$ cat src/rtl/sram_mem_responder_pkg.sv
// Shared types and constants for the SRAM memory responder: FSM state encoding,
// SRAM write-mask constants and little-endian byte-lane helpers.
package sram_mem_responder_pkg;

  typedef enum logic [2:0] {
    IDLE    = 3'd0,
    FAULT   = 3'd1,
    RD      = 3'd2,
    RD_LAST = 3'd3,
    WR      = 3'd4,
    DONE    = 3'd5
  } mem_resp_state_t;

  localparam logic [7:0] SRAM_WEN_ALL  = 8'h00;
  localparam logic [7:0] SRAM_WEN_NONE = 8'hFF;
  localparam int         BYTES_PER_WORD = 4;
  localparam logic [1:0] LAST_BYTE = 2'(BYTES_PER_WORD - 1);

  // Byte i of a word lives in bits [8i+7:8i] (little-endian).
  function automatic logic [7:0] get_lane(input logic [31:0] w, input logic [1:0] idx);
    return w[8*idx +: 8];
  endfunction

  function automatic logic [31:0] set_lane(input logic [31:0] w, input logic [1:0] idx,
                                           input logic [7:0] b);
    logic [31:0] r;
    r = w;
    r[8*idx +: 8] = b;
    return r;
  endfunction

endpackage

$ cat src/rtl/sram_mem_responder_if.sv
// CPU-side memory handshake bundle between an initiator (master) and the
// SRAM responder (slave).
interface sram_mem_responder_if;

  // Handshake: the initiator pulls mem_ce low with mem_we/mem_addr/mem_wdata
  // stable and keeps it low until it sees mem_valid or mem_fault. The responder
  // raises mem_busy the cycle after it samples mem_ce low, then ends with
  // mem_valid (busy falls in the same cycle) or mem_fault (busy never rises).
  // Both stay asserted while mem_ce is low; mem_ce must then be seen high for
  // at least one cycle before the next request is accepted.
  logic        mem_ce;
  logic        mem_we;
  logic [31:0] mem_addr;
  logic [31:0] mem_wdata;
  logic [31:0] mem_rdata;
  logic        mem_busy;
  logic        mem_valid;
  logic        mem_fault;

  modport master (
    output mem_ce, mem_we, mem_addr, mem_wdata,
    input  mem_rdata, mem_busy, mem_valid, mem_fault
  );

  modport slave (
    input  mem_ce, mem_we, mem_addr, mem_wdata,
    output mem_rdata, mem_busy, mem_valid, mem_fault
  );

endinterface

$ cat src/rtl/sram_mem_responder_addr_window_chk.sv
// Combinational address-window check: offset from BASE_ADDR must fall inside
// the 2**SRAM_AW byte window and be word aligned.
module sram_mem_responder_addr_window_chk #(
  parameter logic [31:0] BASE_ADDR = 32'h0000_0000,
  parameter int          SRAM_AW   = 9
) (
  input  logic [31:0]        addr,
  output logic               accept,
  output logic [SRAM_AW-3:0] word_idx
);

  logic [31:0] offset;

  // Subtraction wraps modulo 2**32, so addresses below BASE_ADDR land high.
  assign offset   = addr - BASE_ADDR;
  assign accept   = (offset[31:SRAM_AW] == '0) && (offset[1:0] == 2'b00);
  assign word_idx = offset[SRAM_AW-1:2];

endmodule

$ cat src/rtl/sram_mem_responder.sv
// Memory responder serialising 32-bit loads/stores into four byte accesses on a
// byte-wide single-port SRAM. Define SRAM_MEM_RESPONDER_WAIT_EN to hold every
// SRAM byte access for two cycles (slow macros).
module sram_mem_responder
  import sram_mem_responder_pkg::*;
#(
  parameter logic [31:0] BASE_ADDR = 32'h0000_0000,
  parameter int          SRAM_AW   = 9
) (
  input  logic                 clk,
  input  logic                 reset,
  sram_mem_responder_if.slave  mem,
  output logic                 sram_cen,
  output logic                 sram_gwen,
  output logic [7:0]           sram_wen,
  output logic [SRAM_AW-1:0]   sram_a,
  output logic [7:0]           sram_d,
  input  logic [7:0]           sram_q,
  output mem_resp_state_t      dbg_state
);

  mem_resp_state_t    state;
  logic [1:0]         cnt;
  logic [1:0]         cnt_nxt;
  logic [SRAM_AW-3:0] word_q;
  logic [31:0]        wdata_q;
  logic [31:0]        rdata_q;
  logic               accept;
  logic [SRAM_AW-3:0] req_word;
  logic               step;

  sram_mem_responder_addr_window_chk #(
    .BASE_ADDR (BASE_ADDR),
    .SRAM_AW   (SRAM_AW)
  ) u_addr_chk (
    .addr     (mem.mem_addr),
    .accept   (accept),
    .word_idx (req_word)
  );

  assign cnt_nxt = cnt + 2'd1;

`ifdef SRAM_MEM_RESPONDER_WAIT_EN
  // hold_q marks the second cycle of a byte access; the FSM only advances then.
  logic hold_q;

  always_ff @(posedge clk or negedge reset) begin
    if (!reset) begin
      hold_q <= 1'b0;
    end else if (state == RD || state == WR) begin
      hold_q <= ~hold_q;
    end else begin
      hold_q <= 1'b0;
    end
  end

  assign step = hold_q;
`else
  assign step = 1'b1;
`endif

  always_ff @(posedge clk or negedge reset) begin
    if (!reset) begin
      state     <= IDLE;
      cnt       <= 2'd0;
      word_q    <= '0;
      wdata_q   <= 32'h0;
      rdata_q   <= 32'h0;
      sram_cen  <= 1'b1;
      sram_gwen <= 1'b1;
      sram_wen  <= SRAM_WEN_NONE;
      sram_a    <= '0;
      sram_d    <= 8'h00;
    end else begin
      case (state)
        IDLE: begin
          if (!mem.mem_ce) begin
            cnt     <= 2'd0;
            word_q  <= req_word;
            wdata_q <= mem.mem_wdata;
            if (!accept) begin
              state <= FAULT;
            end else begin
              sram_cen <= 1'b0;
              sram_a   <= {req_word, 2'b00};
              if (mem.mem_we) begin
                state     <= WR;
                sram_gwen <= 1'b0;
                sram_wen  <= SRAM_WEN_ALL;
                sram_d    <= get_lane(mem.mem_wdata, 2'd0);
              end else begin
                state <= RD;
              end
            end
          end
        end

        RD: begin
          if (step) begin
`ifdef SRAM_MEM_RESPONDER_WAIT_EN
            rdata_q <= set_lane(rdata_q, cnt, sram_q);
`else
            // sram_q trails the address by one cycle, so it holds byte cnt-1.
            if (cnt != 2'd0) rdata_q <= set_lane(rdata_q, cnt - 2'd1, sram_q);
`endif
            if (cnt == LAST_BYTE) begin
              state    <= RD_LAST;
              sram_cen <= 1'b1;
            end else begin
              cnt    <= cnt_nxt;
              sram_a <= {word_q, cnt_nxt};
            end
          end
        end

        RD_LAST: begin
          rdata_q <= set_lane(rdata_q, LAST_BYTE, sram_q);
          state   <= DONE;
        end

        WR: begin
          if (step) begin
            if (cnt == LAST_BYTE) begin
              state     <= DONE;
              sram_cen  <= 1'b1;
              sram_gwen <= 1'b1;
              sram_wen  <= SRAM_WEN_NONE;
            end else begin
              cnt    <= cnt_nxt;
              sram_a <= {word_q, cnt_nxt};
              sram_d <= get_lane(wdata_q, cnt_nxt);
            end
          end
        end

        DONE, FAULT: begin
          if (mem.mem_ce) state <= IDLE;
        end

        default: state <= IDLE;
      endcase
    end
  end

  assign mem.mem_busy  = (state == RD) || (state == RD_LAST) || (state == WR);
  assign mem.mem_valid = (state == DONE);
  assign mem.mem_fault = (state == FAULT);
  assign mem.mem_rdata = rdata_q;
  assign dbg_state     = state;

endmodule

$ cat src/flat_wrapper.sv
// flat-port wrapper written by rule: the top's interface ports become plain ports
module sram_mem_responder_flat import sram_mem_responder_pkg::*;
#(
  parameter logic [31:0] BASE_ADDR = 32'h0000_0000,
  parameter int          SRAM_AW   = 9
)
  (clk, reset, sram_cen, sram_gwen, sram_wen, sram_a, sram_d, sram_q, dbg_state, mem_mem_ce, mem_mem_we, mem_mem_addr, mem_mem_wdata, mem_mem_rdata, mem_mem_busy, mem_mem_valid, mem_mem_fault);
  sram_mem_responder_if mem_i ();
  input  logic clk;
  input  logic reset;
  output logic sram_cen;
  output logic sram_gwen;
  output logic [7:0] sram_wen;
  output logic [SRAM_AW-1:0] sram_a;
  output logic [7:0] sram_d;
  input  logic [7:0] sram_q;
  output mem_resp_state_t dbg_state;
  input wire logic [$bits(mem_i.mem_ce)-1:0] mem_mem_ce;
  input wire logic [$bits(mem_i.mem_we)-1:0] mem_mem_we;
  input wire logic [$bits(mem_i.mem_addr)-1:0] mem_mem_addr;
  input wire logic [$bits(mem_i.mem_wdata)-1:0] mem_mem_wdata;
  output wire logic [$bits(mem_i.mem_rdata)-1:0] mem_mem_rdata;
  output wire logic [$bits(mem_i.mem_busy)-1:0] mem_mem_busy;
  output wire logic [$bits(mem_i.mem_valid)-1:0] mem_mem_valid;
  output wire logic [$bits(mem_i.mem_fault)-1:0] mem_mem_fault;
  assign mem_i.mem_ce = mem_mem_ce;
  assign mem_i.mem_we = mem_mem_we;
  assign mem_i.mem_addr = mem_mem_addr;
  assign mem_i.mem_wdata = mem_mem_wdata;
  assign mem_mem_rdata = mem_i.mem_rdata;
  assign mem_mem_busy = mem_i.mem_busy;
  assign mem_mem_valid = mem_i.mem_valid;
  assign mem_mem_fault = mem_i.mem_fault;
  sram_mem_responder #(.BASE_ADDR(BASE_ADDR), .SRAM_AW(SRAM_AW)) u_core (.clk(clk), .reset(reset), .mem(mem_i), .sram_cen(sram_cen), .sram_gwen(sram_gwen), .sram_wen(sram_wen), .sram_a(sram_a), .sram_d(sram_d), .sram_q(sram_q), .dbg_state(dbg_state));
endmodule
$ cat config.mk
export PLATFORM = sky130hd
export DESIGN_NAME = sram_mem_responder_flat
export DESIGN_NICKNAME = d
export VERILOG_FILES = /design/src/rtl/sram_mem_responder_pkg.sv /design/src/rtl/sram_mem_responder_if.sv /design/src/rtl/sram_mem_responder_addr_window_chk.sv /design/src/rtl/sram_mem_responder.sv /design/src/flat_wrapper.sv
export SDC_FILE = /design/constraint.sdc
export NUM_CORES = 1
export LEC_CHECK = 0
export CORE_MARGIN = 3
export CORE_UTILIZATION = 40
export CTS_BUF_LIST = sky130_fd_sc_hd__clkbuf_8 sky130_fd_sc_hd__clkbuf_16
export CTS_CLUSTER_DIAMETER = 60
export DETAILED_ROUTE_END_ITERATION = 6
export GPL_TIMING_DRIVEN = 0
export PLACE_DENSITY = 0.75
export SLEW_MARGIN = 0
export SYNTH_ARGS = -nofsm -noshare
export SYNTH_HDL_FRONTEND = slang
export SYNTH_HIERARCHICAL = 1
export SYNTH_SLANG_ARGS = --single-unit
$ cat constraint.sdc
create_clock -name clk -period 3.3 [get_ports clk]
set_clock_uncertainty 0.05 [all_clocks]
set_input_delay 0.66 -clock clk [delete_from_list [all_inputs] [get_ports clk]]
set_output_delay 0.66 -clock clk [all_outputs]
set_load 0.02 [all_outputs]
* After elaboration in Yosys (flattened, before gate mapping)
Cells that the tools add are included.
** Word-level totals
- Bits in registers :: 103
- Input port bits :: 76
- Output and inout bits :: 65
- Word-level logic and storage cells :: 91
** Operators by class
- Add/sub/neg operators :: 3
- Eq/ne operators :: 16
- Shift operators :: 3
- Muxes and demuxes :: 35
- Bitwise logic cells :: 2
- Reduce and logical (&&, ||, !) cells :: 21
** Operators by type and width (number)
- $mux W8 :: 8
- $pmux W32 S2 :: 1
- $neg A5 Y34 :: 1
- $shift A8 B34 Y32 const A :: 1
- $shiftx A8 B34 Y32 :: 1
- $bwmux W32 :: 1
- $mux W32 :: 1
- $pmux W8 S2 :: 2
- $shiftx A32 B6 Y8 :: 1
- $mux W9 :: 3
- $logic_not A23 Y1 :: 1
- $mux W3 :: 6
- $pmux W9 S2 :: 1
- $pmux W3 S5 :: 1
- $reduce_and A4 Y1 :: 3
- $ne A2 B1 Y1 const B :: 5
- $ne A2 B2 Y1 const B :: 5
- $reduce_and A5 Y1 :: 2
- $reduce_bool A2 Y1 :: 4
- $eq A3 B2 Y1 const B :: 2
- $eq A3 B3 Y1 const B :: 2
- $mux W1 :: 6
- $reduce_and A3 Y1 :: 2
- $mux W2 :: 2
- 13 further kinds :: 18

* Logic depth before layout (Yosys ltp)
Gate-level depths: netlist of run 1.
- Depth after elaboration :: 6
- Gate-level depth with buffers :: 9
- Depth with buffers taken out :: 7

* Cells and area by module
The synthesis of run 1 kept the hierarchy.
** Modules (own cells, without submodules)
- sram_mem_responder :: times used 1, cells each 335, area each 4225.3 um2
- sram_mem_responder_addr_window_chk :: times used 1, cells each 17, area each 107.6 um2

* Worst setup path after synthesis of run 1
No wires, ideal clock.
- Path kind :: reg2reg
- Start :: register u_core.cnt[0]
- End :: register u_core.sram_d[0]
- Arrival time :: 2323 ps
- Data required time :: 3124 ps
- Path slack :: 801 ps
- Cell stages (with the launch flop) :: 9
- Buffers on the path :: 3
- Cell sequence :: dfrtp_1 > buf_2 > buf_2 > inv_1 > ha_1 > clkbuf_1 > mux4_2 > nor2b_1 > a221o_1
** On the way
- Cells in the longest elaborated chain, start to end :: 4
- Elaborated cells between the ends (all ways) :: 7
** Ends and longest elaborated chain
- start: declaration :: line sram_mem_responder.sv:23 : logic [1:0] cnt;
- start signal: assignment :: line sram_mem_responder.sv:110 : cnt <= cnt_nxt;
- start signal: assignment :: line sram_mem_responder.sv:129 : cnt <= cnt_nxt;
- $add A2 B1 Y2 :: line sram_mem_responder.sv:41 : assign cnt_nxt = cnt + 2'd1;
- $shiftx A32 B6 Y8 :: line sram_mem_responder_pkg.sv:21 : return w[8*idx +: 8];
- $mux W8 :: line sram_mem_responder.sv:123 : if (cnt == LAST_BYTE) begin
- $pmux W8 S2 :: line sram_mem_responder.sv:75 : case (state)
- end signal: assignment :: line sram_mem_responder.sv:90 : sram_d <= get_lane(mem.mem_wdata, 2'd0);
- end signal: assignment :: line sram_mem_responder.sv:131 : sram_d <= get_lane(wdata_q, cnt_nxt);
- end: declaration :: line sram_mem_responder.sv:17 : output logic [7:0] sram_d,
Parallel ways exist; a longest one is shown, timed or not. The select of a mux whose other input is x is not followed.
A chain may end at the register's enable or synchronous reset.

* Worst setup path after layout of run 1
- Start :: register u_core.cnt[0]
- End :: register u_core.sram_d[3]
The elaborated chain is that of the path after synthesis.

==> impl_metrics.toml, run 1 <==
[floorplan]
rows = 37
ios = 141
dieArea_mm2 = 0.01212
fp.dieW_um = 110.1
initial_utilization_pct = 41.60
core_mm2 = 0.01042
die-height_um = 110.1

[layout]
fill_cells = 853
multi_input_area_mm2 = 0.001714
seq_area_mm2 = 0.002380
layout.nets = 578
drive_above_1_share_pct = 21.51
antenna_cells = 0
areaGrowthSynthToFinish_pct = 40.40
final_cells = 638
final_cell_area_mm2 = 0.006083

[detailed_routing]
wl_per_cell_um = 17.30
ant_nets = 0
drt_wl_total_um = 11040
drtPass1Iterations = 4
drc_errors = 0
vias = 3228
avgViaCountPerCell = 5.060
drtIter0Drc = 136

[timing]
tightest_slew_ns = 0.6973
rsz0062_at_grt = "false"
setup_viol = 0
layout_min_cycle_time_ns = 3.012
fin_ws_ns = 0.2880
period_share_pct = 91.27
finalHoldViolations = 0
drv_slew = 0
fmax_mhz = 332.0
finalSetupTns_ns = 0
maxSlewHeadroom_pct = 53.51

[setup_path]
critPathRequiredTime_ns = 3.48
worstSetupStartpointType = "register"
end_kind = "register"
r2r_slack_ns = 0.29
rr_startpoint = "u_core/cnt[0]"
crit_fanout = 10
r2r_cells = 8
path_class = "reg2reg"
cp.arrival_ns = 3.19
crit_start = "u_core/cnt[0]"

[clock_tree]
cts.root.buffer_cell = "clkbuf_8"
numClockSinks = 95
clk_pin_slew_ns = 0.09
clk_latency_ns = 0.35
hold_buffers = 0
cts_resized = 0
cts_tree = "yes"
clk_path_buf_depth = 2
numCtsBuffers = 9
post-cts-setup-buffers = 0
cts_htree_levels = 3

[synth]
ys_types = 42
synth_common_cells = "dfrtp_1, mux2_2, nand2_1, o21ai_0, buf_4"
synth_warnings = 6
avgSynthCellArea_um2 = 12.31
synth_edf_count = 0
synth_nets = 433
synth.most_common_cell = "dfrtp_1"
synth-main-ff-cell = "dfrtp_1"
syn_area_mm2 = 0.004333
ys_seq_elements = 95
syn_inst = 352
async_flop_share_pct = 100.0
yosysSeqAreaShare_pct = 54.92
synthTopCellsByArea = "dfrtp_1, mux2_2, mux4_2"
synth_top_area_cell = "dfrtp_1"
synth_top_area_share_pct = 53.71

[place]
dpl_cell_area_mm2 = 0.005852
dpl.hpwl_um = 8275
pre_cts_ws_ns = 0.2317
routabilityCongestion = 0.7925
dpl.cell_count = 622
io_buffers = 133

[pwr]
switching_share_pct = 27.52
p_total_mw = 3.383
combPwrFrac_pct = 26.8
power_density_mw_per_mm2 = 556.1
power.switching_mw = 0.9310
irDropWorstVdd_mv = 0.3944
leakage_nw = 2.499
pwr-share-seq_pct = 47.6
p_int_mw = 2.452
clkPwrFrac_pct = 25.6

[flow_run]
maxCapViolations = 0

[grt]
grt_max_degree = 55
grt_first_pass_wirelength_um = 17350
track_usage_pct = 18.77
grt_overflow = 0
antenna_found_initial = 0
grt_pass1_vias = 3379

[outcome]
outcome = "complete, no violations"

[hold_path]
min-delay-path-class = "in2async"
state kept, by name, indices dropped and copies added (netlist names):
register	count
u_core/cnt	2
u_core/sram_cen	1
u_core/sram_a	9
u_core/mem.mem_rdata	32
u_core/dbg_state	3
u_core/sram_d	8
u_core/wdata_q	32
u_core/sram_wen	1
u_core/word_q	7
final cells by class:
class	count	share of cell area [%]
sequential	95	39.12
multi-input combinational	216	28.18
timing repair buffer	134	22.17
buffer	35	3.558
tap	136	2.797
clock buffer	11	2.489
clock inverter	5	1.316
inverter	6	0.3702
worst paths after layout:
kind / end
max: u_core/sram_d[3]
min: u_core/wdata_q[14]
max reg2reg: u_core/sram_d[3]
min reg2reg: u_core/mem.mem_rdata[0]
max in group asynchronous: u_core/mem.mem_rdata[13]
min in group clk: u_core/mem.mem_rdata[0]
metrics by stage:
| step | util, % | hold slack, ns |
|---|---|---|
| 4_1_cts | 58.40 | 0.3140 |
| 5_1_grt | 58.40 | 0.3352 |
| 3_3_place_gp | 56.01 | 0.4144 |
| 6_report | 58.40 | 0.2946 |
| 3_5_place_dp | 56.18 | 0.4193 |
| 2_1_floorplan | - | 0.3144 |
power by group through the flow:
stage,sequential (mW),combinational [mW],clock (mW)
final,1.61,0.908,0.866
after global routing,1.64,0.972,0.946
after CTS,1.61,0.918,0.894
after detailed placement,1.63,0.915,0
after global placement,1.62,0.887,0
after floorplan,1.71,0.371,0
cell usage in the layout (no fill, tap or decap), types with 5 or more instances in the layout:
cell	synthesis	final
clkdlybuf4s50_1	0	132
dfrtp_1	93	93
mux2_2	47	47
nand2_1	37	37
o21ai_0	23	23
buf_4	15	16
nor2_1	14	14
clkbuf_8	0	11
a21oi_1	11	11
buf_2	10	10
nor2b_1	9	9
mux4_2	8	8
a221o_1	8	8
a22o_1	8	8
mux2i_1	7	7
inv_1	6	6
clkbuf_1	6	6
nor3_1	5	5
nand2b_1	5	5
ha_1	5	5
nor4_1	5	5
per-layer routing:
layer	GRT usage, %	part of all wire [%]	wire, um	vias up
li1	-	-	-	1529
met1	23.25	40	4437	1595
met2	32.71	52	5707	100
met3	4.601	7.3	803	4
met4	4.987	0.80	88	0
met5	0	0	0	-
worst max-delay path, cell delays in order (launching register included):
cell	delay, ns
dfrtp_1	0.42
buf_2	0.23
buf_2	0.30
inv_1	0.15
ha_1	0.42
clkbuf_1	0.52
mux4_2	0.40
nor2b_1	0.14
a221o_1	0.26
cells by family (layout without fill, tap and decap cells):
kind of cell,count (synthesis),count (layout),synth area share (%)
flops,95,95,54.92
compound gates,59,59,9.125
simple gates,90,90,11.00
buf+inv,41,191,5.515
mux,62,62,17.99
fa+ha+maj,5,5,1.444
Note: power is estimated with default switching activity, not from simulation.
==> inputs of run 2 (changes only) <==
ABC_AREA = 0   (was unset)
==> results of run 2 <==
The final DEF is identical to that of run 1; final timing and power are the same.
